File: config.mk
export PLATFORM = sky130hd
export DESIGN_NAME = hp54542c_lcd_tx
export DESIGN_NICKNAME = d
export VERILOG_FILES = /design/src/rtl/hp54542c_lcd_tx.sv
export SDC_FILE = /design/constraint.sdc
export NUM_CORES = 1
export LEC_CHECK = 0
export BUFFER_PORTS_ARGS = -buffer_cell sky130_fd_sc_hd__buf_4
export CAP_MARGIN = 10
export CORE_MARGIN = 10
export CORE_UTILIZATION = 45
export CTS_CLUSTER_SIZE = 14
export DETAILED_ROUTE_END_ITERATION = 16
export MAX_ROUTING_LAYER = met4
export PLACE_DENSITY_LB_ADDON = 0.3
export REMOVE_ABC_BUFFERS = 1
export SKIP_LAST_GASP = 1
export SYNTH_ARGS = -nofsm -noshare
export SYNTH_HDL_FRONTEND = slang
export SYNTH_SLANG_ARGS = --single-unit
File: constraint.sdc
create_clock -name iw_clk -period 2.33 [get_ports iw_clk]
set_input_delay 0.5825 -clock iw_clk [delete_from_list [all_inputs] [get_ports iw_clk]]
set_output_delay 0.5825 -clock iw_clk [all_outputs]
set_load 0.05 [all_outputs]
File: src/rtl/hp54542c_lcd_tx.sv
// rtl/hp54542c_lcd_tx.sv - HP54542C LCD pixel transmitter (frame RAM or test-pattern source)
module hp54542c_lcd_tx #(
    parameter int H_ACTIVE   = 640,
    parameter int H_TOTAL    = 800,
    parameter int V_ACTIVE   = 480,
    parameter int V_TOTAL    = 525,
    parameter int SYNC_WIDTH = 1,
    parameter int ADDR_W     = 19
) (
    input  logic              iw_clk,
    input  logic              reset,
    input  logic              iw_enable,
    input  logic [1:0]        iw_pattern,
    output logic              ow_pix_req,
    output logic [ADDR_W-1:0] ow_pix_addr,
    input  logic [2:0]        iw_pix_rgb,
    output logic              ow_sync,
    output logic              ow_r0,
    output logic              ow_g0,
    output logic              ow_b0,
    output logic              ow_frame_done,
    output logic              ow_busy
);

    // Counters are at least 4 bits so the checkerboard can always use bit 3.
    localparam int HW    = ($clog2(H_TOTAL + 1) > 4) ? $clog2(H_TOTAL + 1) : 4;
    localparam int VW    = ($clog2(V_TOTAL + 1) > 4) ? $clog2(V_TOTAL + 1) : 4;
    localparam int BAR_W = (H_ACTIVE / 8 > 0) ? H_ACTIVE / 8 : 1;

    typedef enum logic {IDLE, SCAN} state_t;

    state_t            state;
    state_t            state_next;
    logic [HW-1:0]     hcnt;
    logic [VW-1:0]     vcnt;
    logic [ADDR_W-1:0] addr;
    logic [1:0]        pat_q;
    logic [HW-1:0]     bar_sub;
    logic [2:0]        bar_idx;

    logic              scan;
    logic              h_last;
    logic              v_last;
    logic              frame_end;
    logic              active;
    logic              start;
    logic              sync0;
    logic [2:0]        pat_rgb;

    logic              s1_busy;
    logic              s1_sync;
    logic              s1_done;
    logic              s1_ram;
    logic [2:0]        s1_rgb;

    assign scan      = (state == SCAN);
    assign h_last    = (hcnt == HW'(H_TOTAL - 1));
    assign v_last    = (vcnt == VW'(V_TOTAL - 1));
    assign frame_end = scan && h_last && v_last;
    assign active    = (hcnt < HW'(H_ACTIVE)) && (vcnt < VW'(V_ACTIVE));
    assign start     = iw_enable && ((state == IDLE) || frame_end);

    always_ff @(posedge iw_clk) begin
        if (reset) begin
            state <= IDLE;
        end else begin
            state <= state_next;
        end
    end

    always_comb begin
        state_next = state;
        case (state)
            IDLE:    if (iw_enable) state_next = SCAN;
            SCAN:    if (frame_end && !iw_enable) state_next = IDLE;
            default: state_next = IDLE;
        endcase
    end

    always_comb begin
        ow_pix_req  = scan && active && (pat_q == 2'd0);
        ow_pix_addr = addr;
        sync0       = scan && (vcnt == '0) && (hcnt < HW'(SYNC_WIDTH));
        pat_rgb     = 3'b000;
        if (active) begin
            case (pat_q)
                2'd1:    pat_rgb = 3'b111;
                2'd2:    pat_rgb = bar_idx;
                2'd3:    pat_rgb = (hcnt[3] ^ vcnt[3]) ? 3'b111 : 3'b000;
                default: pat_rgb = 3'b000;
            endcase
        end
    end

    // Counters only move in SCAN; every exit to IDLE happens on the wrap, so IDLE sees zeros.
    always_ff @(posedge iw_clk) begin
        if (reset) begin
            hcnt    <= '0;
            vcnt    <= '0;
            addr    <= '0;
            pat_q   <= 2'd0;
            bar_sub <= '0;
            bar_idx <= 3'd0;
        end else begin
            if (start) begin
                pat_q <= iw_pattern;
            end
            if (scan) begin
                if (h_last) begin
                    hcnt    <= '0;
                    vcnt    <= v_last ? '0 : vcnt + 1'b1;
                    bar_sub <= '0;
                    bar_idx <= 3'd0;
                end else begin
                    hcnt <= hcnt + 1'b1;
                    if (bar_sub == HW'(BAR_W - 1)) begin
                        bar_sub <= '0;
                        bar_idx <= bar_idx + 1'b1;
                    end else begin
                        bar_sub <= bar_sub + 1'b1;
                    end
                end
                if (frame_end) begin
                    addr <= '0;
                end else if (active) begin
                    addr <= addr + 1'b1;
                end
            end
        end
    end

    // Stage 1 waits for the RAM read; stage 2 picks RAM data or the pattern colour.
    always_ff @(posedge iw_clk) begin
        if (reset) begin
            s1_busy       <= 1'b0;
            s1_sync       <= 1'b0;
            s1_done       <= 1'b0;
            s1_ram        <= 1'b0;
            s1_rgb        <= 3'b000;
            ow_sync       <= 1'b0;
            ow_r0         <= 1'b0;
            ow_g0         <= 1'b0;
            ow_b0         <= 1'b0;
            ow_frame_done <= 1'b0;
            ow_busy       <= 1'b0;
        end else begin
            s1_busy       <= scan;
            s1_sync       <= sync0;
            s1_done       <= frame_end;
            s1_ram        <= ow_pix_req;
            s1_rgb        <= pat_rgb;
            ow_sync       <= s1_sync;
            ow_frame_done <= s1_done;
            ow_busy       <= s1_busy;
            {ow_r0, ow_g0, ow_b0} <= s1_ram ? iw_pix_rgb : s1_rgb;
        end
    end

endmodule

==> summary.md, run 1 <==
| Metric | Value |
|---|---|
| Vias | `between 2000 and 3000` |
| Pre-CTS WS | `between 0.3 and 0.4 ns` |
| Commonest non-fill, non-tap cell in the layout | `dfxtp_1` |
| Min-Delay Path Depth | `1` |
| Initial antenna violation count | `0` |
| Max Cap Viol | `0` |
| Post-synth EDFFs | `0` |
| GRT overflow | `0` |
| Seq/Total Area, Yosys | `0.448` |
| Avg Inst Size Synth | `approximately 8.7 µm²` |
| Least-Margin Pin Slew | `around 0.7 ns` |
| Worst path max stage delay | `~0.38 ns` |
| Final Wtd Congestion | `~0.8` |
| Hold WC Path Type | `flop to flop` |
| Initial core utilization | `0.470` |
| ANT cells | `0` |
| Mapped Cells | `around 350` |
| First-pass GRT wire length | `11600 µm` |
| RSZ-0062 raised after global routing | `false` |
| I/O pin total | `34` |
| Mean number of vias per cell | `approximately 5.7` |
| Setup Buffers After CTS | `0` |
| Clock network latency to the later pin of the worst-skew pair | `between 0.3 and 0.4 ns` |
| Slew HR | `0.530` |
| Port bufs | `33` |
| Power Dens Cells | `662 nW/µm²` |
| Status | `complete, no violations` |
| CTS tree | `done` |
| Die width | `approximately 100 µm` |
| Yosys synthesis warning count | `0` |
| GR Util All Layers | `0.139` |
| Worst Skew | `between 0.009 and 0.01 ns` |
| Filler Cell Count | `614` |
| DRC Markers | `0` |
| R2R Setup Slk | `around 0.33 ns` |
| Hold-fix buffers, CTS | `0` |
| CP Cell Sequence | `nor2b_1 > nand3_1 > nor3_2 > buf_4` |
| Routed Antenna Nets | `0` |
| Reg2reg end | `bar_idx[2]` |
| Final period utilization | `0.906` |
| Nets@finish | `roughly 400` |
| Largest net degree at the start of global routing | `29` |
| Yosys reg bits | `approximately 70` |
| Cells on worst reg2reg path | `5` |
| Hold Slack | `between 0.4 and 0.5 ns` |
| CTS root buf | `clkbuf_8` |
| Slew Limit Fails | `0` |
| Clock sink count | `68` |
| Longest Clk Path Bufs | `2` |
| Die H | `102 µm` |
| Highest-delay cell along the critical path | `dfxtp_1` |
| CTS H-tree depth | `3` |
| Dpl cell area | `3400 µm²` |
| Fin. Hold Viols | `0` |
| Max Clk Rate | `474 MHz` |
| Setup violations, final | `0` |
| Worst path required time | `1.75 ns` |
| Fin util | `0.561` |
| Worst ir drop on vdd | `about 490 µV` |
| Main synth FF type | `dfxtp_1` |
| CP Max Fanout | `4` |
| Area growth syn-to-layout | `19.4%` |
| DP HPWL | `4950 µm` |
| Routed wire length | `between 6000 and 7000 µm` |
| Cell area after layout | `about 3600 µm²` |
| Cts bufs inserted | `9` |
| WL/cell | `between 10 and 15 µm` |
| Detailed Routing Iterations Pass 1 | `4` |
| HP Start | `s1_done` |
| CORE AREA | `about 6500 µm²` |
| Row cnt | `29` |
| Violation count after the first detailed-route iteration | `98` |
| Final worst path period need | `around 2.1 ns` |
| CP Class | `flop to output pin` |
| Static Leak | `about 1.3 nW` |
| Critical Path End Type | `output pin` |
| Asr flop ratio synth | `0` |
| Hold Crit Endpoint | `ow_frame_done` |
| Crit path arrival time | `roughly 1.5 ns` |
| Vias in the first global route | `2605` |
| Mapped cell area | `slightly above 3000 µm²` |
| Setup slack after layout | `between 0.2 and 0.25 ns` |
| Fraction of layout instances using a drive strength above 1 | `0.152` |
| Startpoint types | `flop` |
| Die ar. | `between 10000 and 15000 µm²` |
| CTS resizes | `0` |
| Worst r2r src | `scan` |
| Most frequent cells in the layout | `dfxtp_1, buf_4, nor2_1` |
| Clock transition at path regs | `around 0.070 ns` |
| Distinct cell type count after synthesis | `36` |
-- metrics by stage --
step | power [mW] | cells | TNS, ns
final | 2.40 | 471 | 0
after CTS | 2.42 | 471 | 0
after global placement | 1.36 | 455 | 0
after floorplan | 1.31 | 336 | -3.49
after detailed placement | 1.37 | 455 | 0
after global routing | 2.49 | 471 | 0
-- metal layers --
layer | track usage | vias up | wire, µm
met5 | - | - | 0
met4 | 0.0510 | 0 | 73
met3 | 0.0493 | 9 | 451
met2 | 0.224 | 78 | 3190
met1 | 0.157 | 1263 | 3080
li1 | - | 1350 | -
-- power by group --
group	internal (mW)	total, mW	switching (mW)	leakage [nW]
clock network	0.631	1.06	0.429	0.107
registers	1.18	1.20	0.0196	0.550
logic	0.0515	0.138	0.0864	0.651
total	1.87	2.40	0.535	1.31
-- sequential cells by signal, summed over array words and instances, names as in the netlist, 2 cells and up --
signal,cells
ow_pix_addr,19
bar_idx,3
pat_q,2
s1_rgb,3
hcnt,10
bar_sub,10
vcnt,10
-- critical path: cells and delay by family (launching register included) --
kind	cells	cell delay, ns
AND/OR/NAND/NOR	3	0.59
flip-flops	1	0.38
buffers and inverters	1	0.22
-- cell type report --
cell class,count,area (µm²),area share
Inverter,10,37.5,0.0104
Sequential cell,68,1360,0.376
Clock inverter,4,72.6,0.0200
Timing Repair Buffer,42,315,0.0870
Multi-Input combinational cell,258,1600,0.440
Clock buffer,12,145,0.0400
Tap cell,77,96.3,0.0266
-- kinds of logic after synthesis --
kind of cell | count (synthesis) | synth area share
muxes | 8 | 0.0264
DFF | 68 | 0.448
adders and majority gates | 7 | 0.0289
xor gates and xnor gates | 28 | 0.0808
AOI/OAI and AO/OA | 52 | 0.106
buffers and inverters | 22 | 0.0284
and+or+nand+nor | 163 | 0.282
-- worst max-delay path by stage --
stage,from,depth (start not counted),slack (ns),endpoint
finish,scan,4,0.22,ow_pix_req
global route,scan,4,0.09,ow_pix_req
CTS,hcnt[7],4,0.12,ow_pix_req
detailed placement,scan,5,0.36,bar_sub[3]
global placement,bar_sub[4],4,0.42,bar_idx[2]
floorplan,scan,3,-0.44,ow_pix_req
-- Yosys cell counts (4+ instances only) --
| master | n | share of area |
|---|---|---|
| xnor2_1 | 14 | 0.040 |
| nor4_1 | 6 | 0.012 |
| clkbuf_1 | 7 | 0.0087 |
| xor2_1 | 14 | 0.040 |
| nor2_1 | 39 | 0.048 |
| a21oi_1 | 25 | 0.041 |
| or3_1 | 9 | 0.019 |
| nand2_1 | 29 | 0.036 |
| o21ai_0 | 8 | 0.013 |
| or4_1 | 12 | 0.030 |
| and4_1 | 5 | 0.014 |
| inv_1 | 9 | 0.011 |
| mux2i_1 | 8 | 0.026 |
| nand3_1 | 18 | 0.030 |
| ha_1 | 7 | 0.029 |
| nor3_1 | 9 | 0.015 |
| nor2b_1 | 7 | 0.014 |
| and3_1 | 4 | 0.0082 |
| dfxtp_1 | 68 | 0.45 |
| nand4_1 | 20 | 0.041 |
| o31ai_1 | 11 | 0.027 |
No activity file was read; power rests on OpenSTA's default activity.
==> inputs of run 2 (changes only) <==
--- a/config.mk
+++ b/config.mk
@@ -5,7 +5,7 @@
 export SDC_FILE = /design/constraint.sdc
 export NUM_CORES = 1
 export LEC_CHECK = 0
-export BUFFER_PORTS_ARGS = -buffer_cell sky130_fd_sc_hd__buf_4
+export BUFFER_PORTS_ARGS = -buffer_cell sky130_fd_sc_hd__buf_2
 export CAP_MARGIN = 10
 export CORE_MARGIN = 10
 export CORE_UTILIZATION = 45
==> summary.md, run 2 (synthesized netlist as in run 1, its figures left out) <==
| Metric | Value |
|---|---|
| Vias | `2636 (-2.4%)` |
| First-pass GRT wire length | `11800 µm (+1.1%)` |
| Fin. Hold Viols | `0 (unchanged)` |
| Critical Path End Type | `output pin` |
| Routed Antenna Nets | `0 (unchanged)` |
| DP HPWL | `4870 µm (-1.7%)` |
| Port bufs | `33 (unchanged)` |
| DRC Markers | `0 (unchanged)` |
| Setup violations, final | `0 (unchanged)` |
| Die width | `102 µm (unchanged)` |
| Max Clk Rate | `453 MHz (-4.3%)` |
| Filler Cell Count | `615 (+0.16%)` |
| Status | `complete, no violations` |
| Largest net degree at the start of global routing | `29 (unchanged)` |
| Routed wire length | `6710 µm (-1.3%)` |
| Hold-fix buffers, CTS | `0 (unchanged)` |
| Longest Clk Path Bufs | `2 (unchanged)` |
| Most frequent cells in the layout | `dfxtp_1, nor2_1, buf_2` |
| Setup TNS | `0 ns (unchanged)` |
| Crit path arrival time | `1.62 ns (+0.09 ns)` |
| Worst ir drop on vdd | `415 µV (-15%)` |
| Slew Limit Fails | `0 (unchanged)` |
| CORE AREA | `6460 µm² (unchanged)` |
| Clock sink count | `68 (unchanged)` |
| CTS H-tree depth | `3 (unchanged)` |
| Detailed Routing Iterations Pass 1 | `4 (unchanged)` |
| RSZ-0062 raised after global routing | `false` |
| Cts bufs inserted | `9 (unchanged)` |
| Die H | `102 µm (unchanged)` |
| Clock network latency to the later pin of the worst-skew pair | `0.34 ns (about the same)` |
| Total power | `2.25 mW (-6.1%)` |
| Violation count after the first detailed-route iteration | `125 (+28%)` |
| Slew HR | `0.695 (+0.165)` |
| Area growth syn-to-layout | `15.7%` |
| Final worst path period need | `2.21 ns (+0.0948 ns)` |
| Die ar. | `10400 µm² (unchanged)` |
| WL/cell | `14.2 µm (-1.5%)` |
| CP Max Fanout | `5 (+1)` |
| GRT overflow | `0 (unchanged)` |
| GR Util All Layers | `0.142 (+0.00218)` |
| Row cnt | `29 (unchanged)` |
| Static Leak | `1.29 nW (-1.1%)` |
| ANT cells | `0 (unchanged)` |
| CP Class | `flop to output pin` |
| Least-Margin Pin Slew | `0.455 ns (-0.246 ns)` |
| Vias in the first global route | `2551 (-2.1%)` |
| Worst Skew | `0.00744 ns (-0.00190 ns)` |
| Fraction of layout instances using a drive strength above 1 | `0.152 (-0.000386)` |
| Hold WC Path Type | `flop to flop` |
| Final Wtd Congestion | `0.902 (+9.5%)` |
| Initial antenna violation count | `0 (unchanged)` |
| Worst path required time | `1.75 ns (about the same)` |
| Nets@finish | `405 (+0.25%)` |
| Max reg flops | `19 (unchanged)` |
| CTS tree | `done` |
| CTS root buf | `clkbuf_8` |
| Final period utilization | `0.946 (+0.0407)` |
| Max Cap Viol | `0 (unchanged)` |
| Commonest non-fill, non-tap cell in the layout | `dfxtp_1` |
| Sequential standard cell area | `1360 µm² (unchanged)` |
| Mean number of vias per cell | `5.58 (-2.6%)` |
| I/O pin total | `34 (unchanged)` |
| Initial core utilization | `0.470 (unchanged)` |
| Clock transition at path regs | `0.07 ns (about the same)` |
| Power Dens Cells | `642 nW/µm² (-3.1%)` |
| Area of the multi-input gates | `1590 µm² (-0.31%)` |
| Startpoint types | `flop` |
run 2: cell count changes in the layout (fill, tap and decap cells not counted):
cell       change
buf_4         -32
buf_2         +32
nor3_1         +1
clkinv_2       +2
clkbuf_8       -1
clkbuf_4       +1
bufinv_16      -1
nor3_2         -1
run 2: layer usage:
metal  global-route usage  wire length [µm]
met3               0.0567               453
met4               0.0434                85
met2                0.216              3020
met1                0.168              3150
met5                    -                 0
run 2: worst paths after layout:
check	from	end	slack, ns	cells past startpoint
worst max-delay path	hcnt[7]	ow_pix_req	0.12	4
worst min-delay path	s1_done	ow_frame_done	0.45	1
worst max register to register	hcnt[0]	bar_sub[8]	0.34	6
worst min register to register	s1_done	ow_frame_done	0.45	1
run 2: power breakdown:
group | internal [mW] | switching (mW) | leakage (nW)
clock | 0.489 | 0.430 | 0.0931
sequential | 1.18 | 0.0185 | 0.550
combinational | 0.0457 | 0.0872 | 0.649
run 2: what timing repair did:
| item | 4_1_cts | 5_1_grt |
|---|---|---|
| setup endpoints to repair | 0 | 1 |
| resized for setup | 0 | 1 |
| setup buffers | 0 | 0 |
run 2: critical path: stages (launching register included):
cell and delay (ns):
dfxtp_1 0.35, o21ai_2 0.19, nand3_1 0.21, nor3_1 0.24
clkbuf_4 0.28
run 2: final cells by class:
type | count | share of cell area
Clock inverter | 5 | 0.0150
Sequential cell | 68 | 0.387
Inverter | 10 | 0.0107
Multi-Input combinational cell | 258 | 0.453
Tap cell | 77 | 0.0274
Clock buffer | 11 | 0.0374
Timing Repair Buffer | 43 | 0.0691
run 2: stage by stage:
| stage | setup WS [ns] | util | hold slack (ns) | std cells | instance area, µm² |
|---|---|---|---|---|---|
| global route | 0.00523 | 0.544 | 0.469 | 472 | 3510 |
| global placement | 0.416 | 0.515 | 0.419 | 456 | 3330 |
| CTS | 0.0794 | 0.544 | 0.453 | 472 | 3510 |
| finish | 0.125 | 0.544 | 0.451 | 472 | 3510 |
| floorplan | -0.438 | - | 0.414 | 336 | 2990 |
| detailed placement | 0.373 | 0.515 | 0.445 | 456 | 3330 |
